[config.mk]
export PLATFORM = sky130hd
export DESIGN_NAME = rv_test_monitor
export DESIGN_NICKNAME = d
export VERILOG_FILES = /design/src/rtl/rv_test_pkg.sv /design/src/rtl/rv_test_monitor.sv
export SDC_FILE = /design/constraint.sdc
export NUM_CORES = 1
export LEC_CHECK = 0
export BUFFER_PORTS_ARGS = -buffer_cell sky130_fd_sc_hd__clkbuf_2
export CORE_MARGIN = 2
export CORE_UTILIZATION = 55
export DETAILED_ROUTE_END_ITERATION = 8
export PLACE_DENSITY = 0.76
export REMOVE_ABC_BUFFERS = 1
export SETUP_SLACK_MARGIN = 0.4
export SYNTH_ARGS = -nofsm -noshare
export SYNTH_HDL_FRONTEND = slang
export SYNTH_SLANG_ARGS = --single-unit
export TNS_END_PERCENT = 5
[constraint.sdc]
create_clock -name clk -period 4.28 [get_ports clk]
set_input_delay 0.214 -clock clk [delete_from_list [all_inputs] [get_ports clk]]
set_output_delay 0.214 -clock clk [all_outputs]
set_load 0.02 [all_outputs]
[src/rtl/rv_test_pkg.sv]
// Shared types and ABI constants for the end-of-test monitor.
// s10 flags completion, s11 carries the pass/fail result.
package rv_test_pkg;

    typedef enum logic [1:0] {
        ST_RUN,
        ST_SETTLE,
        ST_DONE
    } state_t;

    localparam int unsigned REG_S10 = 26;
    localparam int unsigned REG_S11 = 27;

    localparam logic [31:0] RESULT_PASS = 32'h1;
    localparam logic [31:0] DONE_MARK   = 32'h1;

endpackage

[src/rtl/rv_test_monitor.sv]
// End-of-test monitor: snoops register write-back for s10/s11 and
// produces sticky done/pass/fail/timeout flags plus a cycle count.
module rv_test_monitor
    import rv_test_pkg::*;
#(
    parameter int unsigned TIMEOUT_CYCLES = 1000,
    parameter int unsigned SETTLE_CYCLES  = 5,
    parameter int unsigned REG_DONE       = REG_S10,
    parameter int unsigned REG_RESULT     = REG_S11
) (
    input  logic        clk,
    input  logic        rst,
    input  logic        wb_we_i,
    input  logic [4:0]  wb_waddr_i,
    input  logic [31:0] wb_wdata_i,
    output logic        done_o,
    output logic        pass_o,
    output logic        fail_o,
    output logic        timeout_o,
    output logic [31:0] cycle_cnt_o
);

    localparam logic [31:0] TMO_LAST    = 32'(TIMEOUT_CYCLES - 1);
    localparam logic [31:0] SETTLE_LAST = 32'(SETTLE_CYCLES - 1);

    state_t      state;
    logic [31:0] s10_q;
    logic [31:0] s11_q;
    logic [31:0] settle_cnt;
    logic [31:0] cycle_cnt;
    logic        done_q;
    logic        pass_q;
    logic        fail_q;
    logic        tmo_q;

    logic hit_done;
    logic hit_res;
    logic s10_set;
    logic tmo_hit;
    logic settled;

    // x0 is hardwired zero, so a write there can never be a real s10/s11.
    assign hit_done = wb_we_i && (wb_waddr_i != 5'd0)
                   && (wb_waddr_i == 5'(REG_DONE));
    assign hit_res  = wb_we_i && (wb_waddr_i != 5'd0)
                   && (wb_waddr_i == 5'(REG_RESULT));

    assign s10_set = (s10_q == DONE_MARK);
    assign tmo_hit = (cycle_cnt == TMO_LAST);
    assign settled = s10_set && (settle_cnt == SETTLE_LAST);

    always_ff @(posedge clk or posedge rst) begin
        if (rst) begin
            state      <= ST_RUN;
            s10_q      <= '0;
            s11_q      <= '0;
            settle_cnt <= '0;
            cycle_cnt  <= '0;
            done_q     <= 1'b0;
            pass_q     <= 1'b0;
            fail_q     <= 1'b0;
            tmo_q      <= 1'b0;
        end else begin
            if (state != ST_DONE) begin
                if (hit_done) s10_q <= wb_wdata_i;
                if (hit_res)  s11_q <= wb_wdata_i;
                if (cycle_cnt != '1) cycle_cnt <= cycle_cnt + 32'd1;
            end
            unique case (state)
                ST_RUN: begin
                    if (tmo_hit) begin
                        state  <= ST_DONE;
                        done_q <= 1'b1;
                        fail_q <= 1'b1;
                        tmo_q  <= 1'b1;
                    end else if (s10_set) begin
                        state      <= ST_SETTLE;
                        settle_cnt <= '0;
                    end
                end
                ST_SETTLE: begin
                    // A completed settle outranks a timeout on the same edge.
                    if (settled) begin
                        state  <= ST_DONE;
                        done_q <= 1'b1;
                        pass_q <= (s11_q == RESULT_PASS);
                        fail_q <= (s11_q != RESULT_PASS);
                    end else if (tmo_hit) begin
                        state  <= ST_DONE;
                        done_q <= 1'b1;
                        fail_q <= 1'b1;
                        tmo_q  <= 1'b1;
                    end else if (!s10_set) begin
                        state      <= ST_RUN;
                        settle_cnt <= '0;
                    end else begin
                        settle_cnt <= settle_cnt + 32'd1;
                    end
                end
                ST_DONE: ;
                default: state <= ST_RUN;
            endcase
        end
    end

    assign done_o      = done_q;
    assign pass_o      = pass_q;
    assign fail_o      = fail_q;
    assign timeout_o   = tmo_q;
    assign cycle_cnt_o = cycle_cnt;

endmodule

# Word level (Yosys, flattened, before mapping)
# Index checks and enable logic that the tools add are counted.
# word_totals
in_bits,40
latchBits,0
romBits,0
elab_cells,64
out_inout_bits,36
mem_count,0
ram_bits,0
register_bits,134
# op_classes
n_addsub,2
shift,0
n_bitwise,1
mux,21
n_reduce_logical,14
div,0
multipliers,0
n_lt_le_gt_ge,0
n_eq_ne,17
# op_table
cell,n
2-to-1 mux 32 bit,5
"adder 32 x 1 -> 32 bit, second input constant",2
"== test 32 x 1 -> 1 bit, second input constant",2
one-hot mux 32 bit (2 select lines),1
"== test 32 x 10 -> 1 bit, second input constant",1
"== test 32 x 3 -> 1 bit, second input constant",1
"inequality test 32 x 1 -> 1 bit, second input constant",1
"inequality test 32 bit, second input constant",1
"== test 5 bit, second input constant",2
2-to-1 mux 2 bit,5
"inequality test 2 bit, second input constant",5
AND reduction 2 bit,5
2-to-1 mux 1 bit,6
one-hot mux 1 bit (2 select lines),3
one-hot mux 2 bit (3 select lines),1
AND reduction 5 bit,1
nonzero test 5 bit,1
logical AND 1 bit,4
"inequality test 4 bit, second input constant",1
"inequality test 3 bit, second input constant",1
AND reduction 3 bit,1
"== test 2 x 1 -> 1 bit, second input constant",1
"== test 2 bit, second input constant",1
zero test 2 bit,1
2 further kinds,2

# Logic depth before layout (Yosys ltp)
# depth
ltp_word,5
mapped_depth,10
depth_no_buf,8

# Worst setup path before layout
# OpenSTA, ideal clock, no wires.
# synth_timing
kind,reg-to-reg
start,"register cycle_cnt[0], in the netlist cycle_cnt_o[0]"
end,register settle_cnt[15]
path_buffers,2
stages_incl_launch_ff,9
setup_ns,0.130
period_less_slack_ns,2.420
setup_slack_ns,1.860
required_ns,4.150
t_arrival_ns,2.290
path_cell_list,dfrtp_1 > ha_1 > nand4_1 > or4_1 > o41a_1 > or4b_4 > buf_2 > buf_6 > o31ai_2
# synth_between
elab_chain_len,3
elab_cells_between_ends,4
classes_between,eq/ne (3); reduce/logical (1)
# synth_lines
item,line,source
from (decl),rv_test_monitor.sv:30,logic [31:0] cycle_cnt;
from (signal assigned),rv_test_monitor.sv:67,if (cycle_cnt != '1) cycle_cnt <= cycle_cnt + 32'd1;
== test 32 x 10 -> 1 bit (*),rv_test_monitor.sv:49,assign tmo_hit = (cycle_cnt == TMO_LAST);
inequality test 2 bit (no line),--,
AND reduction 5 bit (no line) (*),--,
to (signal assigned),rv_test_monitor.sv:97,settle_cnt <= settle_cnt + 32'd1;
to (decl),rv_test_monitor.sv:29,logic [31:0] settle_cnt;
# Every way passes the cells marked *; elsewhere a longest branch is shown, timed or not.
# A chain may end at the register's enable or synchronous reset.

# Final worst setup path
# layout_timing
start,register s10_q[9]
end,register settle_cnt[14]
# layout_between
elab_chain_len,5
elab_cells_between_ends,9
classes_between,eq/ne (3); mux (4); reduce/logical (2)
# layout_lines
item,line,source
from (decl),rv_test_monitor.sv:27,logic [31:0] s10_q;
from (signal assigned),rv_test_monitor.sv:65,if (hit_done) s10_q <= wb_wdata_i;
== test 32 x 1 -> 1 bit (*),rv_test_monitor.sv:48,assign s10_set = (s10_q == DONE_MARK);
2-to-1 mux 32 bit,rv_test_monitor.sv:93,end else if (!s10_set) begin
2-to-1 mux 32 bit,rv_test_monitor.sv:88,end else if (tmo_hit) begin
2-to-1 mux 32 bit,rv_test_monitor.sv:83,if (settled) begin
one-hot mux 32 bit (2 select lines),rv_test_monitor.sv:69,unique case (state)
# Every way passes the cells marked *; elsewhere a longest branch is shown, timed or not. The select of a mux whose other input is x is not followed.

==> impl_metrics.yaml <==
status:
  outcome: "completed"
logic_synthesis:
  distinct_cell_type_count_after_synthesis: 48
  ys_dominant_reg_cell: "sky130_fd_sc_hd__dfrtp_1"
  mean_area_per_synthesized_cell_um2: 11.4
  synthesis.instances: 544
  synth_top_cell_by_area: "sky130_fd_sc_hd__dfrtp_1"
  netlist_area_before_placement_um2: 6220
  synth_simple_gate_area_frac: 0.191
  synth_seq_cells: 134
  synth.yosys.seq_area_share: 0.539
  synthAdderAreaFrac: 0.00603
  largest_family_of_logic_cells_by_synthesized_area: "simple AND/OR/NAND/NOR gates"
  yosys.cell_count.top_type: "sky130_fd_sc_hd__dfrtp_1"
  synth_edf_count: 0
  synth.top_cells.by_area: "sky130_fd_sc_hd__dfrtp_1 54%, sky130_fd_sc_hd__mux2_2 12%, sky130_fd_sc_hd__xnor2_1 3.8%"
  synth-compound-area-share: 0.0792
  yosysWarnings: 0
  synth_common_cells: "134 x sky130_fd_sc_hd__dfrtp_1, 65 x sky130_fd_sc_hd__mux2_2, 35 x sky130_fd_sc_hd__nand2_1, 29 x sky130_fd_sc_hd__nand3_1, 29 x sky130_fd_sc_hd__nand4_1"
  muxShareOfSynthArea: 0.119
  fraction_of_synthesized_cell_area_taken_by_the_top_area_cell_type: 0.539
  xor_and_xnor_area_share_after_synthesis: 0.0436
  async_flop_share: 1.00
min_path:
  timing.hold.worst_path_depth: 2
  type_of_the_tightest_min_delay_check: "in -> reg"
placement:
  setup_ws_pre_cts_ns: 1.63
  dp_hpwl_um: 9310
  placement.io_buffers: 75
  routabilityCongestion: 0.828
final_layout:
  layout-drive-gt1-share: 0.310
  num_antenna_cells: 0
  layout.core_utilization: 0.666
  layout-area-overhead-vs-synth_pct: 17.0
  nets: 668
power_and_ir_drop:
  pwr_density_cell_nw_per_um2: 410
  power.leakage_uw: 0.00332
  worst_ir_drop_vdd_mv: 0.376
drt:
  dr.first_iter.drc_count: 387
  postRouteWirelength_um: 13600
  drc: 0
  m1WireLength_um: 5820
  drt.antenna.violating_nets: 0
  vias: 4665
  drtPass1Iterations: 5
  route.met3.wl_um: 656
  post_drt_wl_per_cell_um: 17.5
  route.top_layer_used: "met4"
  met2_wirelength_um: 6830
  via_per_inst: 6.00
cts:
  cts_num_sinks: 134
  clockBufferDepth: 2
  cts.reportedPaths.clkPinSlew_ns: 0.06
  cts_tree: "built"
  h_tree_level_count: 4
  clk-insertion-delay-late_ns: 0.42
  root_buffer: "sky130_fd_sc_hd__clkbuf_16"
  cts_made_buffers: 17
setup_path:
  worst-path-buf-inv: 0
  worst_path_cell_with_the_longest_stage_delay: "sky130_fd_sc_hd__or4b_4"
  critical_path.top_delay_family: "simple AND/OR/NAND/NOR gates"
  crit_path_max_incr_delay_ns: 0.67
  critical_path_depth: 6
  sort_of_element_at_the_end_of_the_critical_path: "flip-flop"
  start_kind: "flip-flop"
  worstPathRequired_ns: 4.61
  highest_fanout_seen_on_the_critical_path: 22
  critical_path_class: "reg -> reg"
  rr_worst_depth: 6
  critPathArrivalTime_ns: 2.95
  cell_chain_critical_path: "nor4_1 > nand4_1 > or2_1 > or4b_4 > nand2b_1 > o31ai_1"
die:
  die_height_um: 110
  ioPinCount: 76
  placementRows: 38
  die-width_um: 110
  core_region_area_um2: 10900
  floorplan.initialDensity: 0.569
  die-area_um2: 12200
sta:
  min_period_ns: 2.63
  post-route-period-util: 0.614
  clock_skew_after_layout_ns: 0.00673
  worst_path_setup_slack_after_routing_ns: 1.65
  drv_slew: 0
  finalHoldViolations: 0
  final-setup-viol-count: 0
  rsz_0062_raised_after_global_routing: "no"
  fmaxAchievable_ghz: 0.380
  max_slew.worst_pin.slew_ns: 1.20
  timing.slew.headroom: 0.197
  final.setup.tns_ns: 0
global_routing:
  pin_count_of_the_biggest_net_entering_global_routing: 71
  grt_first_pass_wirelength_um: 22600
  globalRouteOverflowTotal: 0
  grtUsageTotal: 0.245
  via_count_of_the_first_global_routing_pass: 4605
  antenna_found_initial: 0
flow_run:
  maxCapViolations: 0
## metal layers
| metal | vias up | global-route usage |
|---|---|---|
| li1 | 2182 | - |
| met5 | - | 0 |
| met2 | 115 | 0.388 |
| met1 | 2344 | 0.317 |
| met3 | 24 | 0.0694 |
| met4 | 0 | 0.104 |
## cells by family (layout without fill, tap and decap cells)
kind of cell | Yosys count | count (layout)
mux | 66 | 66
simple gates | 207 | 207
xor+xnor | 31 | 31
compound gates | 72 | 72
fa+ha+maj | 3 | 3
flops | 134 | 134
buf+inv | 31 | 125
## placed cells by master, fill, tap and decap left out, types with 9 or more instances in the layout
cell | Yosys | final
sky130_fd_sc_hd__dfrtp_1 | 134 | 134
sky130_fd_sc_hd__clkbuf_2 | 0 | 75
sky130_fd_sc_hd__mux2_2 | 65 | 65
sky130_fd_sc_hd__nand2_1 | 35 | 35
sky130_fd_sc_hd__nand4_1 | 29 | 29
sky130_fd_sc_hd__nand3_1 | 29 | 29
sky130_fd_sc_hd__xnor2_1 | 27 | 27
sky130_fd_sc_hd__nor4_1 | 25 | 25
sky130_fd_sc_hd__nor2_1 | 26 | 25
sky130_fd_sc_hd__o21ai_0 | 24 | 24
sky130_fd_sc_hd__clkbuf_16 | 0 | 17
sky130_fd_sc_hd__and3_1 | 13 | 13
sky130_fd_sc_hd__o21ai_1 | 11 | 11
sky130_fd_sc_hd__inv_1 | 10 | 9
sky130_fd_sc_hd__o31ai_2 | 9 | 9
sky130_fd_sc_hd__a21oi_1 | 9 | 9
## final cells by class
class                   instances  area [µm²]
inverters                      10        40.0
fillers                       847        3650
clock inverters                13         109
flip-flops and latches        134        3350
well taps                     140         175
multi-input cells             379        2730
clock buffers                  19         433
repair buffers                 83         438
## report_power, final
group	switching (µW)	leakage (µW)	internal, µW
Sequential	63.9	0.00178	1380
Clock	542	0.000263	793
Combinational	84.4	0.00128	118
Total	690	0.00332	2290
## worst paths after layout
path	startpoint	slack, ns	endpoint
worst max-delay path	s10_q[9]$_DFFE_PP0P_	1.65	settle_cnt[14]$_DFFE_PP0P_
worst min-delay path	wb_wdata_i[2]	0.04	s11_q[2]$_DFFE_PP0P_
worst max register to register	s10_q[9]$_DFFE_PP0P_	1.65	settle_cnt[14]$_DFFE_PP0P_
worst min register to register	timeout_o$_DFFE_PP0P_	0.47	timeout_o$_DFFE_PP0P_
max in group asynchronous	rst	2.80	cycle_cnt_o[10]$_DFFE_PP0P_
min in group asynchronous	rst	0.54	s10_q[25]$_DFFE_PP0P_
## repair_timing
| action | CTS | global route |
|---|---|---|
| buffers inserted | 0 | 0 |
| setup endpoints to repair | 0 | 0 |
| hold buffers | 1 | 0 |
| gates resized for setup | 0 | 0 |
| endpoints found under the hold margin | 68 | 0 |
## through the flow
step                      std cells  total power, µW  hold slack (ns)  cell area (µm²)
after detailed placement        745             1670            0.434             6730
after global placement          745             1660            0.426             6730
final                           778             2980           0.0371             7280
after global routing            778             3110           0.0260             7280
after floorplan                 523             1600            0.365             6120
after CTS                       778             3020           0.0231             7280
## worst reg2reg max path, cell delays in order (launching register included)
cell	delay [ns]
sky130_fd_sc_hd__dfrtp_1	0.40
sky130_fd_sc_hd__nor4_1	0.42
sky130_fd_sc_hd__nand4_1	0.25
sky130_fd_sc_hd__or2_1	0.33
sky130_fd_sc_hd__or4b_4	0.67
sky130_fd_sc_hd__nand2b_1	0.24
sky130_fd_sc_hd__o31ai_1	0.22
## sequential cells by signal (all words and copies together), names as in the netlist
name,count
fail_o,1
pass_o,1
s10_q,32
timeout_o,1
done_o,1
s11_q,32
state,2
settle_cnt,32
cycle_cnt_o,32
Note: power is estimated with default switching activity, not from simulation.
